### src/rtl/dff_pkg.sv
// Shared limits and helpers for the register delay line.
package dff_pkg;

  localparam int unsigned MAX_WIDTH = 64;
  localparam int unsigned MAX_DEPTH = 32;

  function automatic int unsigned cnt_width(input int unsigned depth);
    return $clog2(depth + 1);
  endfunction

endpackage

### src/rtl/dff_stage_reg.sv
// One delay-line stage: enabled register with synchronous clear and
// asynchronous active-low reset to a parameter value.
module dff_stage_reg #(
  parameter int unsigned    W       = 9,
  parameter logic [W-1:0]   RST_VAL = '0
) (
  input  logic         clk_i,
  input  logic         rst_ni,
  input  logic         en_i,
  input  logic         clr_i,
  input  logic [W-1:0] d_i,
  output logic [W-1:0] q_o
);

  logic [W-1:0] data_q;
  logic [W-1:0] data_d;

  // Clear wins over enable so a flush discards the incoming word.
  always_comb begin
    data_d = data_q;
    if (clr_i) begin
      data_d = RST_VAL;
    end else if (en_i) begin
      data_d = d_i;
    end
  end

  always_ff @(posedge clk_i or negedge rst_ni) begin
    if (!rst_ni) begin
      data_q <= RST_VAL;
    end else begin
      data_q <= data_d;
    end
  end

  assign q_o = data_q;

endmodule

### src/rtl/dff_delay_line.sv
// Fixed-latency register delay line carrying data plus a valid bit per stage,
// with an incrementally tracked count of valid stages.
module dff_delay_line
  import dff_pkg::*;
#(
  parameter int unsigned      WIDTH       = 8,
  parameter int unsigned      DEPTH       = 4,
  parameter logic [WIDTH-1:0] RESET_VALUE = '0
) (
  input  logic                          clk,
  input  logic                          async_reset_n,
  input  logic                          en,
  input  logic                          clear,
  input  logic                          in_valid,
  input  logic [WIDTH-1:0]              d,
  output logic [WIDTH-1:0]              q,
  output logic                          q_valid,
  output logic [cnt_width(DEPTH)-1:0]   fill_count,
  output logic                          full
);

  localparam int unsigned CW = cnt_width(DEPTH);

  if (WIDTH < 1 || WIDTH > MAX_WIDTH) begin : g_bad_width
    $error("dff_delay_line: WIDTH out of range 1..%0d", MAX_WIDTH);
  end
  if (DEPTH < 1 || DEPTH > MAX_DEPTH) begin : g_bad_depth
    $error("dff_delay_line: DEPTH out of range 1..%0d", MAX_DEPTH);
  end

  // Bit WIDTH of each stage is the valid flag, bits WIDTH-1:0 the data.
  logic [WIDTH:0] stage_q [DEPTH];

  for (genvar i = 0; i < DEPTH; i++) begin : g_stage
    logic [WIDTH:0] stage_in;
    if (i == 0) begin : g_head
      assign stage_in = {in_valid, d};
    end else begin : g_body
      assign stage_in = stage_q[i-1];
    end

    dff_stage_reg #(
      .W       (WIDTH + 1),
      .RST_VAL ({1'b0, RESET_VALUE})
    ) u_stage (
      .clk_i  (clk),
      .rst_ni (async_reset_n),
      .en_i   (en),
      .clr_i  (clear),
      .d_i    (stage_in),
      .q_o    (stage_q[i])
    );
  end

  assign q       = stage_q[DEPTH-1][WIDTH-1:0];
  assign q_valid = stage_q[DEPTH-1][WIDTH];

  logic [CW-1:0] fill_q;
  logic [CW-1:0] fill_d;

  // Modular add/subtract is exact: the true result always lies in 0..DEPTH.
  always_comb begin
    fill_d = fill_q;
    if (clear) begin
      fill_d = '0;
    end else if (en) begin
      fill_d = fill_q + CW'(in_valid) - CW'(q_valid);
    end
  end

  always_ff @(posedge clk or negedge async_reset_n) begin
    if (!async_reset_n) begin
      fill_q <= '0;
    end else begin
      fill_q <= fill_d;
    end
  end

  assign fill_count = fill_q;
  assign full       = (fill_q == CW'(DEPTH));

endmodule
### config.mk
export PLATFORM = sky130hd
export DESIGN_NAME = dff_delay_line
export DESIGN_NICKNAME = d
export VERILOG_FILES = /design/src/rtl/dff_pkg.sv /design/src/rtl/dff_stage_reg.sv /design/src/rtl/dff_delay_line.sv
export SDC_FILE = /design/constraint.sdc
export NUM_CORES = 1
export LEC_CHECK = 0
export ABC_AREA = 1
export CAP_MARGIN = 5
export CORE_ASPECT_RATIO = 0.7
export CORE_MARGIN = 5
export CORE_UTILIZATION = 25
export CTS_BUF_LIST = sky130_fd_sc_hd__clkbuf_2 sky130_fd_sc_hd__clkbuf_4 sky130_fd_sc_hd__clkbuf_8
export DETAILED_ROUTE_END_ITERATION = 10
export PLACE_DENSITY_LB_ADDON = 0.12
export SKIP_CTS_REPAIR_TIMING = 1
export SLEW_MARGIN = 20
export SYNTH_ARGS = -nofsm -noshare
export SYNTH_HDL_FRONTEND = slang
export SYNTH_HIERARCHICAL = 1
export SYNTH_SLANG_ARGS = --single-unit
### constraint.sdc
create_clock -name clk -period 2.12 [get_ports clk]
set_input_delay 0.424 -clock clk [delete_from_list [all_inputs] [get_ports clk]]
set_output_delay 0.424 -clock clk [all_outputs]
set_load 0.02 [all_outputs]
==> impl_metrics.ini, run 1 <==
[timing]
min_period_over_period = 0.949
slew_headroom = 0.662
setup_viol = 0
final.setup_skew_ns = 0.00604
fin_crit_ns = 2.01
setup_tns_ns = 0
maxSlewViolCount = 0
tightest_slew_ns = 0.508
finalHoldViolCount = 0
rsz0062_at_grt = false
max_freq_mhz = 497

[clock_tree]
clk_latency_ns = 0.29
cts_buffers = 5
clk_pin_slew_worst_paths_ns = 0.08
cts_tree = done
cts_buffer_depth = 2
htree_levels = 2
root_buffer = clkbuf_8
cts.sinks = 39

[floorplanning]
rows = 25
die_width_um = 109
ios = 26
fp.dieArea_mm2 = 0.00863
coreArea_mm2 = 0.00669
initial_utilization = 0.256
die_y_um = 79.2

[logic_synthesis]
synth_cell_types = 14
yosysMostFrequentCell = nand2_1
synth_enable_flop_cells = 0
synth.cell_area_mm2 = 0.00171
synth_sequential_area_ratio = 0.570
postSynthAreaPerCell_um2 = 9.25
syn-instance-count = 185
synthTopCellsByArea = dfrtp_1 57%, nand2_1 17%, nand3_1 11%
netlist.area_leader.share = 0.570
yosys.area.top_type = dfrtp_1
synth-seq-cells = 39
yosys_warnings = 6
postSynth.asyncResetShare = 1.00
yosys-top-cells-count = 79 x nand2_1, 39 x dfrtp_1, 39 x nand3_1, 6 x inv_1, 6 x inv_2
ys.flop_type = dfrtp_1
syn-num-nets = 201

[power_and_ir_drop]
powerDensity_mw_per_mm2 = 673
leakagePower_nw = 1.14
peakVddDrop_v = 0.000200

[route]
drt-pass1-iter-count = 4
antenna_left = 0
routed_wl_um = 3630
routedWlPerCell_um = 11.7
drt_iter0_drc = 34
vias = 1276
drc_errors = 0
via_per_inst = 4.10

[global_routing]
grt_max_degree = 40
grt_overflow = 0
first_global_vias = 1285
grtUsageTotal = 0.0934
antenna_found_initial = 0
grt_pass1_wl_um = 6270

[final_layout]
area.sequential_um2 = 976
design_area_mm2 = 0.00215
antenna_cells = 0
layout-drive-gt1-share = 0.111
nets = 232
area_delta_synth_final_pct = 25.5
multi_input_area_um2 = 646
fillCellCount = 740

[worst_setup_path]
path_class = register to output pin
endpoint_kind = output pin
crit_path_max_fanout = 5
arrival_ns = 1.59
critPathLaunchType = register
critPathRequiredTime_ns = 1.70

[place]
dp_hpwl_um = 2570
portBuffers = 25
dpl-instance-area_mm2 = 0.00206
gp_congestion = 0.716

[job]
drv_cap = 0

[run_status]
status = finished clean

[worst_hold_path]
min_path_type = input port to async pin
==> path summary, 6_finish.rpt <==
path | from | end | slack (ns) | cells after the start
worst max-delay path | fill_count[1] | full | 0.11 | 4
worst min-delay path | async_reset_n | g_stage[3].u_stage/q_o[2] | 0.18 | 2
worst max register to register | g_stage[3].u_stage/q_o[8] | fill_count[2] | 0.42 | 8
worst min register to register | g_stage[3].u_stage/q_o[2] | g_stage[3].u_stage/q_o[2] | 0.47 | 2
max in group asynchronous | async_reset_n | g_stage[0].u_stage/q_o[0] | 1.58 | 2
min in group clk | g_stage[3].u_stage/q_o[2] | g_stage[3].u_stage/q_o[2] | 0.47 | 2
==> stage by stage <==
step | hold slack, ns | power, W | std cells | util | setup WS [ns]
after global placement | 0.456 | 0.000951 | 303 | 0.308 | 0.242
after global routing | 0.225 | 0.00153 | 311 | 0.321 | 0.00480
after detailed placement | 0.458 | 0.000950 | 303 | 0.308 | 0.229
final | 0.177 | 0.00145 | 311 | 0.321 | 0.109
after CTS | 0.202 | 0.00148 | 311 | 0.321 | 0.0833
after floorplan | 0.128 | 0.000873 | 185 | - | 0.388
==> cells by family after synthesis <==
kind of cell / after synthesis / synth area share
and+or+nand+nor: 125 / 0.344
AOI/OAI and AO/OA: 2 / 0.00658
buffers and inverters: 16 / 0.0526
DFF: 39 / 0.570
adders and majority gates: 3 / 0.0263
==> state kept, by name, summed over array words and instances (netlist names) <==
| name | cells |
|---|---|
| fill_count | 3 |
| g_stage.u_stage/q_o | 36 |
==> area by class of cell <==
| class | instances | share of cell area |
|---|---|---|
| flip-flops and latches | 39 | 0.454 |
| well taps | 94 | 0.0547 |
| clock inverters | 1 | 0.00233 |
| clock buffers | 7 | 0.0390 |
| inverters | 12 | 0.0210 |
| repair buffers | 28 | 0.128 |
| multi-input cells | 130 | 0.301 |
==> worst max-delay path, stage by stage, from the launching register on <==
cell and delay (ns):
dfrtp_1 0.45, inv_2 0.09, nand2_1 0.07, nor2_1 0.09
clkdlybuf4s50_1 0.60
==> per-layer routing <==
| layer | share of wire | vias up | routed length [µm] | GRT usage |
|---|---|---|---|---|
| li1 | - | 657 | - | - |
| met1 | 0.52 | 592 | 1900 | 0.132 |
| met2 | 0.42 | 22 | 1540 | 0.132 |
| met3 | 0.039 | 5 | 143 | 0.0260 |
| met4 | 0.015 | 0 | 54 | 0.0416 |
| met5 | 0 | - | 0 | 0 |
==> placed cells by master (no fill, tap or decap) <==
cell              n
nor2_1            1
clkbuf_8          5
buf_12            1
nand2_1          79
nor2_8            4
fa_1              1
nand3_1          39
clkbuf_4          2
clkinv_2          1
o22ai_1           1
ha_1              2
o21ai_0           1
dfrtp_1          39
buf_4             2
nor2_2            1
inv_2             6
nand3b_1          1
inv_1             6
clkdlybuf4s50_1  23
buf_2             2
==> power by group <==
| part | switching (W) | internal (W) | leakage (nW) | total, W |
|---|---|---|---|---|
| Clock | 0.000259 | 0.000257 | 0.0491 | 0.000515 |
| Sequential | 0.0000145 | 0.000766 | 0.535 | 0.000780 |
| Combinational | 0.0000931 | 0.0000578 | 0.552 | 0.000151 |
Note: power is estimated with default switching activity, not from simulation.
==> run 2: changes to the inputs <==
--- a/config.mk
+++ b/config.mk
@@ -9,10 +9,11 @@
 export CAP_MARGIN = 5
 export CORE_ASPECT_RATIO = 0.7
 export CORE_MARGIN = 5
-export CORE_UTILIZATION = 25
+export CORE_UTILIZATION = 40
 export CTS_BUF_LIST = sky130_fd_sc_hd__clkbuf_2 sky130_fd_sc_hd__clkbuf_4 sky130_fd_sc_hd__clkbuf_8
 export DETAILED_ROUTE_END_ITERATION = 10
 export PLACE_DENSITY_LB_ADDON = 0.12
+export RECOVER_POWER = 25
 export SKIP_CTS_REPAIR_TIMING = 1
 export SLEW_MARGIN = 20
 export SYNTH_ARGS = -nofsm -noshare
==> run 2 against run 1 <==
  * Clock skew increased by 0.0031 ns
  * Sequential cell count stayed put
  * Count of clock-buffer cells in the layout fell by 1
  * Total power increased by 16%
  * First-iteration DRC count fell by 2.9%
  * Sequential power barely moved
  * Non-clock buffer count shrank 1
  * Critical path depth is the same
  * Utilization grew 21 points
  * Largest cell class unchanged
  * Largest power group unchanged
  * Highest routed layer unchanged
==> impl_metrics.ini, run 2 (same netlist as run 1, synthesis figures left out) <==
[final_layout]
antenna_cells = 0
largest_register_ffs = 36
fillCellCount = 371
mostFrequentLayoutCell = nand2_1
final_cell_mix = 79 x nand2_1, 39 x nand3_1, 39 x dfrtp_1, 23 x clkdlybuf4s50_1
area_delta_synth_final_pct = 24.8
stdcell_count = 268
nets = 231
layout-drive-gt1-share = 0.106
final_util = 0.532

[worst_setup_path]
path_buf_inv = 2
cpPeakStageDelay_ns = 0.60
crit_family = buffers and inverters
path_class = register to output pin
r2r_start = g_stage[3].u_stage/q_o[8]
worstRegToRegCells = 8
arrival_ns = 1.60
critPathLaunchType = register
path_cells = inv_2 -> nand2_1 -> nor2_1 -> clkdlybuf4s50_1
crit_path_max_fanout = 5
r2r_setup_slack_ns = 0.40
endpoint_kind = output pin
slowest_stage = clkdlybuf4s50_1
r2r-end = fill_count[2]
critPathRequiredTime_ns = 1.70

[timing]
max_freq_mhz = 495
finalHoldViolCount = 0
setup_viol = 0
slew_headroom = 0.353
maxSlewViolCount = 0
rsz0062_at_grt = false
tightest_slew_ns = 0.970
setup_tns_ns = 0
final.setup_skew_ns = 0.00911
finalHoldWorstSlack_ns = 0.268
fin_crit_ns = 2.02
min_period_over_period = 0.953

[floorplanning]
initial_utilization = 0.426
fp.dieArea_mm2 = 0.00571
die_width_um = 88.2
ios = 26
coreArea_mm2 = 0.00402
die_y_um = 64.7
rows = 19

[clock_tree]
clk_latency_ns = 0.30
clk_pin_slew_worst_paths_ns = 0.07
cts.sinks = 39
cts_buffers = 5
root_buffer = clkbuf_8
htree_levels = 2
cts_buffer_depth = 2
cts_tree = done

[global_routing]
first_global_vias = 1337
grt_overflow = 0
grtUsageTotal = 0.135
antenna_found_initial = 0
grt_max_degree = 40
grt_pass1_wl_um = 5890

[route]
vias = 1330
drc_errors = 0
drt-pass1-iter-count = 6
drt_iter0_drc = 33
routed_wl_um = 3400
routedWlPerCell_um = 12.7
via_per_inst = 4.96
antenna_left = 0

[power_and_ir_drop]
leakagePower_nw = 1.15
powerDensity_mw_per_mm2 = 784
power_w = 0.00167
peakVddDrop_v = 0.000353

[place]
gp_congestion = 0.733
placedCellCount = 260
dp_hpwl_um = 2440
portBuffers = 25

[job]
drv_cap = 0

[worst_hold_path]
min_path_type = input port to async pin

[run_status]
status = finished clean
==> run 2: cell types whose count changed in the layout (fill, tap and decap cells not counted), sizes merged <==
| cell | previous run | this run |
|---|---|---|
| buf | 5 | 3 |
| clkinv | 1 | 0 |
| bufinv | 0 | 2 |
==> run 2: how the worst max path moves through the flow <==
stage / start / endpoint / depth (start not counted)
global route: fill_count[1] / full / 4
floorplan: fill_count[0] / fill_count[2] / 9
global placement: in_valid / fill_count[2] / 7
detailed placement: in_valid / fill_count[2] / 7
CTS: fill_count[1] / full / 4
finish: fill_count[1] / full / 4
==> run 2: stage by stage <==
step	worst slack, ns	area, µm²
after CTS	0.0718	2140
after floorplan	0.388	1710
after global placement	0.280	2000
after global routing	0.00722	2140
final	0.0990	2140
after detailed placement	0.205	2000
==> run 2: area by class of cell <==
cell class                      instances  area, µm²  share of cell area
Clock buffer                            6       76.3              0.0357
Inverter                               12       45.0              0.0211
Sequential cell                        39        976               0.457
Timing Repair Buffer                   27        268               0.125
Multi-Input combinational cell        130        646               0.302
Clock inverter                          2       60.1              0.0281
Tap cell                               52       65.1              0.0305
==> run 2: where the power goes <==
part           internal [W]  leakage (nW)  switching, W
Sequential         0.000766         0.535     0.0000144
Combinational     0.0000568         0.547     0.0000924
Clock              0.000483        0.0688      0.000262
Total               0.00131          1.15      0.000369
==> run 2: routing by layer <==
layer	GRT usage	vias to the layer above	part of all wire	wire [µm]
li1	-	651	-	-
met3	0.0532	6	0.050	170
met4	0.0509	0	0.016	54
met2	0.221	19	0.49	1660
met1	0.162	654	0.45	1520
met5	0	-	0	0
